**src/rtl/spi_pkg.sv**
```systemverilog
// Shared types and constants for the SPI slave bridge: state encoding,
// byte/bit-counter widths and the default synchronizer depth.
package spi_pkg;

  localparam int BYTE_W          = 8;
  localparam int BIT_CNT_W       = 3;
  localparam int SYNC_STAGES_DEF = 2;

  typedef enum logic {
    IDLE  = 1'b0,
    SHIFT = 1'b1
  } spi_state_e;

endpackage : spi_pkg

```
**src/rtl/spi_sync_edge.sv**
```systemverilog
// Multi-flop synchronizer for one asynchronous pin plus single-cycle
// rise/fall pulses derived from the two oldest synchronizer stages.
module spi_sync_edge
  import spi_pkg::*;
#(
  parameter int   STAGES  = SYNC_STAGES_DEF,
  parameter logic RST_VAL = 1'b0
) (
  input  logic clk,
  input  logic rst_n,
  input  logic async_in,
  output logic rise,
  output logic fall
);

  // Index 0 is the newest sample, STAGES-1 the oldest.
  logic [STAGES-1:0] sync_q;
  logic [STAGES-1:0] sync_d;

  always_comb begin
    sync_d = {sync_q[STAGES-2:0], async_in};
  end

  // NOTE: sequential state is updated only with non-blocking assignments so
  // every flop samples its inputs from the same pre-edge values.
  always_ff @(posedge clk or negedge rst_n) begin
    if (!rst_n) begin
      sync_q <= {STAGES{RST_VAL}};
    end else begin
      sync_q <= sync_d;
    end
  end

  assign rise = sync_q[STAGES-2] & ~sync_q[STAGES-1];
  assign fall = ~sync_q[STAGES-2] & sync_q[STAGES-1];

endmodule : spi_sync_edge

```
**src/rtl/spi_slave_bridge.sv**
```systemverilog
// SPI mode-0 slave front end, fully oversampled in the clk domain.
// Optional sclk-inactivity abort of a partial byte: define SPI_BRIDGE_TIMEOUT_EN.
module spi_slave_bridge
  import spi_pkg::*;
#(
  parameter int SYNC_STAGES    = SYNC_STAGES_DEF,
  parameter int TIMEOUT_CYCLES = 1024
) (
  input  logic              clk,
  input  logic              rst_n,
  input  logic              sclk,
  input  logic              cs_n,
  input  logic              mosi,
  output logic              miso,
  output logic              byte_sync,
  output logic [BYTE_W-1:0] data_rx,
  input  logic [BYTE_W-1:0] data_tx
);

  if (SYNC_STAGES < 2) begin : g_bad_sync_stages
    $error("SYNC_STAGES must be at least 2");
  end
  if (TIMEOUT_CYCLES < 1) begin : g_bad_timeout
    $error("TIMEOUT_CYCLES must be at least 1");
  end

  logic sclk_rise;
  logic sclk_fall;
  logic cs_rise;
  logic cs_fall;

  spi_sync_edge #(
    .STAGES (SYNC_STAGES),
    .RST_VAL(1'b0)
  ) u_sclk_sync (
    .clk     (clk),
    .rst_n   (rst_n),
    .async_in(sclk),
    .rise    (sclk_rise),
    .fall    (sclk_fall)
  );

  spi_sync_edge #(
    .STAGES (SYNC_STAGES),
    .RST_VAL(1'b1)
  ) u_cs_sync (
    .clk     (clk),
    .rst_n   (rst_n),
    .async_in(cs_n),
    .rise    (cs_rise),
    .fall    (cs_fall)
  );

  // mosi gets the same depth as sclk so its sample stays tied to the edge.
  logic [SYNC_STAGES-1:0] mosi_sync_q;
  logic [SYNC_STAGES-1:0] mosi_sync_d;
  logic                   mosi_s;

  always_comb begin
    mosi_sync_d = {mosi_sync_q[SYNC_STAGES-2:0], mosi};
  end

  assign mosi_s = mosi_sync_q[SYNC_STAGES-1];

  spi_state_e           state_q,     state_d;
  logic [BIT_CNT_W-1:0] bit_cnt_q,   bit_cnt_d;
  logic [BYTE_W-1:0]    rx_shift_q,  rx_shift_d;
  logic [BYTE_W-1:0]    tx_shift_q,  tx_shift_d;
  logic [BYTE_W-1:0]    data_rx_q,   data_rx_d;
  logic                 miso_q,      miso_d;
  logic                 byte_sync_q, byte_sync_d;
  logic [BYTE_W-1:0]    rx_next;
  logic                 to_expire;

  assign rx_next = {rx_shift_q[BYTE_W-2:0], mosi_s};

`ifdef SPI_BRIDGE_TIMEOUT_EN
  localparam int TO_W = $clog2(TIMEOUT_CYCLES + 1);

  logic [TO_W-1:0] to_cnt_q, to_cnt_d;

  // Counts only idle cycles inside a partial byte; any sclk edge restarts it.
  always_comb begin
    to_cnt_d  = '0;
    to_expire = 1'b0;
    if (state_q == SHIFT && !cs_rise && !sclk_rise && !sclk_fall &&
        bit_cnt_q != '0) begin
      if (to_cnt_q == TO_W'(TIMEOUT_CYCLES)) begin
        to_expire = 1'b1;
      end else begin
        to_cnt_d = to_cnt_q + 1'b1;
      end
    end
  end

  always_ff @(posedge clk or negedge rst_n) begin
    if (!rst_n) begin
      to_cnt_q <= '0;
    end else begin
      to_cnt_q <= to_cnt_d;
    end
  end
`else
  assign to_expire = 1'b0;
`endif

  // NOTE: every variable gets its hold value first so no path through the
  // case statement can leave one unassigned and infer a latch.
  always_comb begin
    state_d     = state_q;
    bit_cnt_d   = bit_cnt_q;
    rx_shift_d  = rx_shift_q;
    tx_shift_d  = tx_shift_q;
    miso_d      = miso_q;
    data_rx_d   = data_rx_q;
    byte_sync_d = 1'b0;

    case (state_q)
      IDLE: begin
        bit_cnt_d = '0;
        miso_d    = 1'b0;
        if (cs_fall) begin
          tx_shift_d = data_tx;
          miso_d     = data_tx[BYTE_W-1];
          state_d    = SHIFT;
        end
      end

      SHIFT: begin
        // Deselect has priority over a coincident sclk edge.
        if (cs_rise) begin
          state_d    = IDLE;
          bit_cnt_d  = '0;
          rx_shift_d = '0;
          miso_d     = 1'b0;
        end else if (sclk_rise) begin
          rx_shift_d = rx_next;
          bit_cnt_d  = bit_cnt_q + 1'b1;
          if (bit_cnt_q == BIT_CNT_W'(BYTE_W - 1)) begin
            data_rx_d   = rx_next;
            byte_sync_d = 1'b1;
          end
        end else if (sclk_fall) begin
          if (bit_cnt_q != '0) begin
            tx_shift_d = {tx_shift_q[BYTE_W-2:0], 1'b0};
            miso_d     = tx_shift_q[BYTE_W-2];
          end else begin
            // Byte boundary: pick up the decoder's freshly presented data.
            tx_shift_d = data_tx;
            miso_d     = data_tx[BYTE_W-1];
          end
        end else if (to_expire) begin
          bit_cnt_d  = '0;
          rx_shift_d = '0;
        end
      end

      default: state_d = IDLE;
    endcase
  end

  always_ff @(posedge clk or negedge rst_n) begin
    if (!rst_n) begin
      mosi_sync_q <= '0;
      state_q     <= IDLE;
      bit_cnt_q   <= '0;
      rx_shift_q  <= '0;
      tx_shift_q  <= '0;
      data_rx_q   <= '0;
      miso_q      <= 1'b0;
      byte_sync_q <= 1'b0;
    end else begin
      mosi_sync_q <= mosi_sync_d;
      state_q     <= state_d;
      bit_cnt_q   <= bit_cnt_d;
      rx_shift_q  <= rx_shift_d;
      tx_shift_q  <= tx_shift_d;
      data_rx_q   <= data_rx_d;
      miso_q      <= miso_d;
      byte_sync_q <= byte_sync_d;
    end
  end

  assign miso      = miso_q;
  assign byte_sync = byte_sync_q;
  assign data_rx   = data_rx_q;

endmodule : spi_slave_bridge

```
**config.mk**
```make
export PLATFORM = sky130hd
export DESIGN_NAME = spi_slave_bridge
export DESIGN_NICKNAME = d
export VERILOG_FILES = /design/src/rtl/spi_pkg.sv /design/src/rtl/spi_sync_edge.sv /design/src/rtl/spi_slave_bridge.sv
export SDC_FILE = /design/constraint.sdc
export NUM_CORES = 1
export LEC_CHECK = 0
export BUFFER_PORTS_ARGS = -buffer_cell sky130_fd_sc_hd__buf_4
export CORE_MARGIN = 2
export CORE_UTILIZATION = 54
export DETAILED_ROUTE_END_ITERATION = 8
export PLACE_DENSITY = 0.74
export SYNTH_ARGS = -nofsm -noshare
export SYNTH_HDL_FRONTEND = slang
export SYNTH_SLANG_ARGS = --single-unit
```
**constraint.sdc**
```tcl
create_clock -name clk -period 1.9 [get_ports clk]
set_clock_uncertainty 0.1 [all_clocks]
set_input_delay 0.19 -clock clk [delete_from_list [all_inputs] [get_ports clk]]
set_output_delay 0.19 -clock clk [all_outputs]
set_load 0.05 [all_outputs]
```
==> results.cfg, run 1 <==
[status]
status = finished, final reports clean

[drt]
met2WireLength_um = 1202
wl_met3_um = 127
num_vias = 1020
wl_per_cell_um = 15.11
vias_per_cell = 5.795
antenna_left = 0
first_iter_violations = 26
met1_length_um = 1300
drt_wl_total_um = 2659
drc = 0
dr.pass1.iters = 4
top_layer = met4

[place]
postPlaceCellArea_um2 = 1645
io_buffers = 22
place_inst = 164
pre_cts_slack_ns = 0.1513
gp_congestion = 0.7935
dp_hpwl_um = 1814

[critical_path]
critPathRequiredTime_ns = 2.02
cp_num_buf_inv = 0
crit_path_start_kind = register
arrival_ns = 1.90
cp_cell_sequence = nand2b_1 -> nand4_4 -> mux2_2
r2r_cells = 3
crit_fanout = 11
end_kind = register
cp_slowest_cell = dfstp_2
path_depth = 3
critPathTopFamily = simple AND/OR/NAND/NOR gates
cp_slowest_stage_delay_ns = 0.57
path_class = register to register

[final_layout]
num-nets-final = 161
multi_input_area_um2 = 548.0
fin_area_um2 = 1760
drive_gt1_share_pct = 30.14
final_cells = 176
final_common_cell = dfrtp_1
fill_cells = 188
area_growth_pct = 19.85
diodes = 0
final_cell_mix = 32 x dfrtp_1, 24 x buf_4, 8 x o21ai_0, 8 x mux2_2
fin_util_pct = 69.79
seqCellArea_um2 = 853.3

[global_route]
track_usage_pct = 19.57
grt_max_degree = 35
antenna_found_initial = 0
grt_pass1_wl_um = 4733
grt_pass1_vias = 998
grt_remaining_overflow = 0

[die]
rows = 18
ios = 23
core_um2 = 2522
initial_core_util_pct = 58.23
die_w_um = 56.16
die_h_um = 56.16
die-area_um2 = 3153

[logic_synthesis]
synth_top_area_share_pct = 54.51
syn_nets = 132
synth_area_leaders = dfrtp_1 55%, mux2_2 6.1%, a22o_1 4.2%, dfstp_2 3.6%, a311oi_1 3.6%
syn_area_per_cell_um2 = 12.66
yosysWarningCount = 0
ys_seq_area_share_pct = 58.09
synthCells = 116
yosysTopAreaCell = dfrtp_1
synth-seq-cells = 34
ys_types = 33
syn_area_um2 = 1469

[flow_run]
max_cap_violations = 0

[timing]
slew_viol_final = 0
period_needed_ns = 1.780
tns_ns = 0
rsz0062_at_grt = no
tightest_slew_ns = 0.5960
setup_viol = 0
timing.hold.ws_ns = 0.03144
relSlewSlack_pct = 60.18
fin_ws_ns = 0.1205
post-route-period-util_pct = 93.66
hold_viol_final = 0
timing.fmax_ghz = 0.5620

[clock_tree]
cts_sinks = 34
clk_pin_slew_ns = 0.10
cts_setup_buffers = 0
cts_root_buf = clkbuf_4
htree_levels = 2
clock_latency_ns = 0.34
cts_tree = built
ctsResizeCount = 0
cts_buffer_depth = 2
cts-hold-fix-buffers = 4
numCtsBuffers = 5

[power]
powerDensity_nw_per_um2 = 885.7
peakVddDrop_v = 0.0006808
total_power_mw = 1.559
leakage_nw = 0.8511

[worst_hold_path]
hold_class = input port to register
min_path_cells = 3
==> flip-flops by register name (all words and copies together), names as in the netlist <==
register            cells
rx_shift_q              7
byte_sync               1
data_rx                 8
miso                    1
bit_cnt_q               3
u_sclk_sync.sync_q      2
mosi_sync_q             2
u_cs_sync.sync_q        2
tx_shift_q              7
state_q                 1
==> final timing paths <==
kind	start	endpoint	slack, ns
max	u_cs_sync.sync_q[1]	data_rx[7]	0.12
max reg2reg	u_cs_sync.sync_q[1]	data_rx[7]	0.12
min	data_tx[0]	tx_shift_q[0]	0.03
min in group asynchronous	rst_n	rx_shift_q[5]	0.23
min reg2reg	mosi_sync_q[0]	mosi_sync_q[1]	0.26
max in group asynchronous	rst_n	u_cs_sync.sync_q[0]	1.13
==> area by class of cell <==
type | instances | share of cell area, %
repair buffers | 28 | 12.51
clock buffers | 7 | 2.559
clock inverters | 1 | 1.706
inverters | 7 | 1.493
flip-flops and latches | 34 | 48.47
well taps | 30 | 2.132
multi-input cells | 69 | 31.13
==> Yosys cell counts <==
cell / instances
a211oi_1: 1
a21boi_0: 1
a22o_1: 7
a311oi_1: 6
a31o_2: 1
a31oi_1: 6
and2b_1: 1
and3_1: 1
buf_2: 2
buf_6: 2
clkbuf_1: 1
clkbuf_2: 1
dfrtp_1: 32
dfstp_2: 2
ha_1: 3
inv_1: 7
mux2_2: 8
mux2i_1: 3
nand2_1: 1
nand2b_1: 2
nand3_1: 6
nand3b_1: 1
nand4_4: 1
nand4bb_1: 1
nor2_1: 3
nor2b_1: 2
nor2b_2: 1
nor3b_2: 1
nor4_1: 1
o211a_1: 1
o21ai_0: 8
o21ai_1: 1
xnor2_1: 1
==> kinds of logic (layout without fill, tap and decap cells) <==
group	count (synthesis)	in the layout	share of synthesized area [%]
adder cells (fa/ha/maj)	3	3	2.556
multiplexers	11	11	8.177
AND/OR/NAND/NOR	22	22	10.31
buffers and inverters	13	43	4.599
XOR/XNOR	1	1	0.5964
flip-flops	34	34	58.09
AO/OA/AOI/OAI	32	32	15.67
==> routing by layer <==
layer | GRT usage, % | vias to the layer above
met1 | 27.68 | 500
met5 | 0 | -
met3 | 6.977 | 4
met2 | 28.74 | 22
li1 | - | 494
met4 | 5.102 | 0
==> worst reg2reg max path: cells and delay by family (launching register included) <==
| family | cells | cell delay, ns |
|---|---|---|
| flip-flops | 1 | 0.57 |
| multiplexers | 1 | 0.34 |
| AND/OR/NAND/NOR | 2 | 0.65 |
==> power breakdown <==
group / switching, mW / leakage, nW / internal, mW
Sequential: 0.0493 / 0.432 / 0.789
Clock: 0.230 / 0.0395 / 0.279
Combinational: 0.119 / 0.379 / 0.0930
Total: 0.398 / 0.851 / 1.16
Power figures use the tool's default switching activity.
==> run 2: changes to the inputs <==
Settings changed: CORE_UTILIZATION 54 to 59, PLACE_DENSITY 0.74 to 0.8, SETUP_SLACK_MARGIN set to 0.5.
Clock period 1.9 ns to 2.19 ns, I/O delays scaled along.
==> results.cfg, run 2 (synthesis gave the netlist of run 1 again) <==
[drt]
dr.pass1.iters = 4
first_iter_violations = 10
num_vias = 996
wl_per_cell_um = 14.52
drt_wl_total_um = 2556
antenna_left = 0
drc = 0
vias_per_cell = 5.659

[global_route]
grt_pass1_vias = 967
antenna_found_initial = 0
track_usage_pct = 21.71
grt_remaining_overflow = 0
grt_max_degree = 35
grt_pass1_wl_um = 4305

[final_layout]
num-nets-final = 161
seqCellArea_um2 = 854.6
final_cells = 176
diodes = 0
fin_area_um2 = 1767
fill_cells = 178
area_growth_pct = 20.27
drive_gt1_share_pct = 32.19
fin_util_pct = 73.31
final_common_cell = dfrtp_1
multi_input_area_um2 = 553.0
largest_reg_flops = 8
final_cell_mix = 31 x dfrtp_1, 24 x buf_4, 8 x o21ai_0, 8 x mux2_2

[worst_hold_path]
min_from = data_tx[0]
min_path_cells = 3
holdPathEnd = tx_shift_q[0]
hold_class = input port to register

[timing]
timing.fmax_ghz = 0.6292
setup_viol = 0
tightest_slew_ns = 0.4930
relSlewSlack_pct = 66.91
period_needed_ns = 1.589
rsz0062_at_grt = no
post-route-period-util_pct = 72.57
tns_ns = 0
hold_viol_final = 0
slew_viol_final = 0

[die]
ios = 23
die-area_um2 = 2905
rows = 18
initial_core_util_pct = 60.96
die_h_um = 53.90
core_um2 = 2410
die_w_um = 53.90

[critical_path]
cp_cell_sequence = nand2b_2 -> nand4_4 -> mux2_2
critPathRequiredTime_ns = 2.31
rr_startpoint = u_cs_sync.sync_q[1]
cp_slowest_stage_delay_ns = 0.56
crit_fanout = 11
end_kind = register
crit_path_start_kind = register
r2r_cells = 3
cp_slowest_cell = dfstp_2
path_class = register to register
r2r_end = data_rx[6]
rrSetupSlack_ns = 0.60
arrival_ns = 1.70

[place]
place_inst = 164
postPlaceCellArea_um2 = 1645
io_buffers = 22
gp_congestion = 0.8090
dp_hpwl_um = 1758

[clock_tree]
clk_pin_slew_ns = 0.09
cts_setup_buffers = 0
cts_tree = built
cts_root_buf = clkbuf_4
clock_latency_ns = 0.32
cts_sinks = 34
htree_levels = 2
numCtsBuffers = 5
cts_buffer_depth = 2

[power]
leakage_nw = 0.8529
powerDensity_nw_per_um2 = 761.0
peakVddDrop_v = 0.0006244
total_power_mw = 1.344

[status]
status = finished, final reports clean

[flow_run]
max_cap_violations = 0
==> run 2: cell types whose count changed in the layout (fill, tap and decap cells not counted) <==
cell      previous run  this run
dfrtp_1             32        31
dfrtp_2              0         1
nand2b_1             2         1
nand2b_2             0         1
nor2b_1              2         1
nor2b_2              1         2
==> run 2: power by group <==
group	leakage (nW)	total [mW]	internal, mW	switching, mW
combinational	0.382	0.175	0.0805	0.0944
clock	0.0395	0.434	0.242	0.192
sequential	0.431	0.736	0.685	0.0505
total	0.853	1.34	1.01	0.337
==> run 2: layout make-up <==
cell class,count,area share [%]
timing repair buffer,28,12.46
tap,30,2.125
clock buffer,7,2.550
clock inverter,1,1.700
sequential,34,48.37
multi-input combinational,69,31.30
inverter,7,1.487
==> run 2: worst max-delay path by stage <==
stage / from / endpoint / slack (ns)
floorplan: bit_cnt_q[0] / data_rx[0] / 0.71
global placement: u_cs_sync.sync_q[1] / data_rx[0] / 0.50
detailed placement: u_cs_sync.sync_q[1] / data_rx[6] / 0.45
CTS: state_q / tx_shift_q[0] / 0.52
global route: u_cs_sync.sync_q[1] / data_rx[6] / 0.52
finish: u_cs_sync.sync_q[1] / data_rx[6] / 0.60
==> run 2: metal layers <==
metal  share of wire [%]  track usage [%]  wire length (um)  vias to the layer above
met1                  47            28.34              1213                      472
met2                  45            31.30              1156                       28
met3                 4.3            5.833               109                        9
li1                    -                -                 -                      487
met5                   0                0                 0                        -
met4                 3.0            14.96                76                        0
==> run 2: critical path: cells and delay by family (launching register included) <==
family           cells  cell delay [ns]
and+or+nand+nor      2             0.49
DFF                  1             0.56
muxes                1             0.34
==> run 2: metrics by stage <==
stage	hold slack (ns)	worst slack (ns)
after floorplan	-0.1766	0.7100
after global placement	0.07828	0.4955
after detailed placement	0.08586	0.4527
after CTS	0.06435	0.5238
after global routing	0.07404	0.5233
final	0.07363	0.6008
==> run 2: repair_timing <==
item	CTS	global route
resized for setup	1	2
hold buffers	4	0
setup endpoints to repair	8	18
hold endpoints to repair	35	0
==> run 3: changes to the inputs <==
Settings changed: CORE_UTILIZATION 59 to 49, PLACE_DENSITY 0.8 to 0.7.
Clock period 2.19 ns to 1.45 ns, I/O delays scaled along.
==> results.cfg, run 3 (synthesis gave the netlist of run 1 again) <==
[final_layout]
largest_reg_flops = 8
fin_area_um2 = 2238
drive_gt1_share_pct = 52.27
final_cell_mix = 31 x dfrtp_1, 31 x buf_4, 15 x buf_6
final_cells = 207
num-nets-final = 191
diodes = 0
area_growth_pct = 52.39
fin_util_pct = 79.79

[global_route]
track_usage_pct = 21.24
antenna_found_initial = 0
grt_pass1_vias = 1172
grt_pass1_wl_um = 5347
grt_max_degree = 35
grt_remaining_overflow = 0

[critical_path]
end_kind = register
crit_fanout = 5
arrival_ns = 1.59
r2r_end = data_rx[6]
rr_startpoint = bit_cnt_q[0]
rrSetupSlack_ns = -0.02
cp_slowest_cell = dfrtp_1
crit_path_start_kind = register
cp-startpoint = bit_cnt_q[0]
critPathCapture = data_rx[6]
r2r_cells = 4
path_class = register to register
cp_cell_sequence = ha_2 -> ha_4 -> nand4_4 -> mux2_2
critPathRequiredTime_ns = 1.57
cp_slowest_stage_delay_ns = 0.41

[drt]
num_vias = 1188
antenna_left = 0
drc = 1
wl_per_cell_um = 16.56
first_iter_violations = 36
dr.pass1.iters = 6
vias_per_cell = 5.739
drt_wl_total_um = 3428

[timing]
fin_ws_ns = -0.01972
period_needed_ns = 1.470
relSlewSlack_pct = 72.41
tightest_slew_ns = 0.4139
rsz0062_at_grt = yes
post-route-period-util_pct = 101.4
hold_viol_final = 0
setup_viol = 7
slew_viol_final = 0
timing.fmax_ghz = 0.6804

[clock_tree]
numCtsBuffers = 5
clk_pin_slew_ns = 0.10
htree_levels = 2
cts_tree = built
cts_buffer_depth = 2
cts_root_buf = clkbuf_4
cts_sinks = 34
clock_latency_ns = 0.34

[worst_hold_path]
min_from = data_tx[5]
hold_class = input port to register

[status]
failed_checks = DRC, setup timing
status = finished, violations left

[power]
peakVddDrop_v = 0.0007680
powerDensity_nw_per_um2 = 942.4
leakage_nw = 1.046
total_power_mw = 2.109

[place]
io_buffers = 22
pre_cts_slack_ns = -0.01931
gp_congestion = 0.7083
place_inst = 171
dp_hpwl_um = 1885
postPlaceCellArea_um2 = 1733

[die]
die-area_um2 = 3452
core_um2 = 2805
die_h_um = 58.75
rows = 19
initial_core_util_pct = 52.36
die_w_um = 58.75
ios = 23

[flow_run]
max_cap_violations = 0
run 3: worst min-delay path by stage:
| stage | to | depth (start not counted) |
|---|---|---|
| 2_1_floorplan | bit_cnt_q[0] | 0 |
| 3_3_place_gp | tx_shift_q[4] | 1 |
| 3_5_place_dp | tx_shift_q[4] | 1 |
| 4_1_cts | tx_shift_q[5] | 3 |
| 5_1_grt | miso | 3 |
| 6_report | tx_shift_q[5] | 3 |
run 3: cell type report:
| cell class | count | area, um2 |
|---|---|---|
| sequential | 34 | 854.6 |
| multi-input combinational | 70 | 738.2 |
| fill | 155 | 566.8 |
| timing repair buffer | 57 | 516.7 |
| clock buffer | 6 | 51.30 |
| tap | 31 | 38.79 |
| inverter | 7 | 26.28 |
| clock inverter | 2 | 12.51 |
run 3: report_power, final:
group          leakage [nW]  switching (mW)  internal, mW  total (mW)
logic                 0.580           0.221         0.230       0.450
registers             0.431          0.0734          1.04        1.11
clock network        0.0343           0.318         0.233       0.550
run 3: stage by stage:
stage                     setup TNS, ns  hold slack, ns
after floorplan                -0.02048         -0.2506
after global placement                0        0.002895
after detailed placement        -0.1054        0.009854
after CTS                       -0.1258         0.01842
after global routing             -1.012         0.02719
final                          -0.07341         0.02275
run 3: timing repair:
item / 4_1_cts / 5_1_grt
hold buffers: 10 / 0
cloned: 1 / 0
hold endpoints to repair: 43 / 0
resized for setup: 26 / 18
buffers inserted: 10 / 7
endpoints found under the setup margin: 38 / 38
pin swaps: 4 / 7
run 3: worst max-delay path: cells and delay by family, from the launching register on:
family	cells	cell delay, ns
adders and majority gates	2	0.39
DFF	1	0.41
muxes	1	0.35
and+or+nand+nor	1	0.11
run 3: layer usage:
layer / up-vias / track usage, % / part of all wire, %
li1: 551 / - / -
met1: 587 / 26.71 / 43
met2: 42 / 33.33 / 50
met3: 8 / 7.253 / 4.3
met4: 0 / 9.091 / 2.3
met5: - / 0 / 0
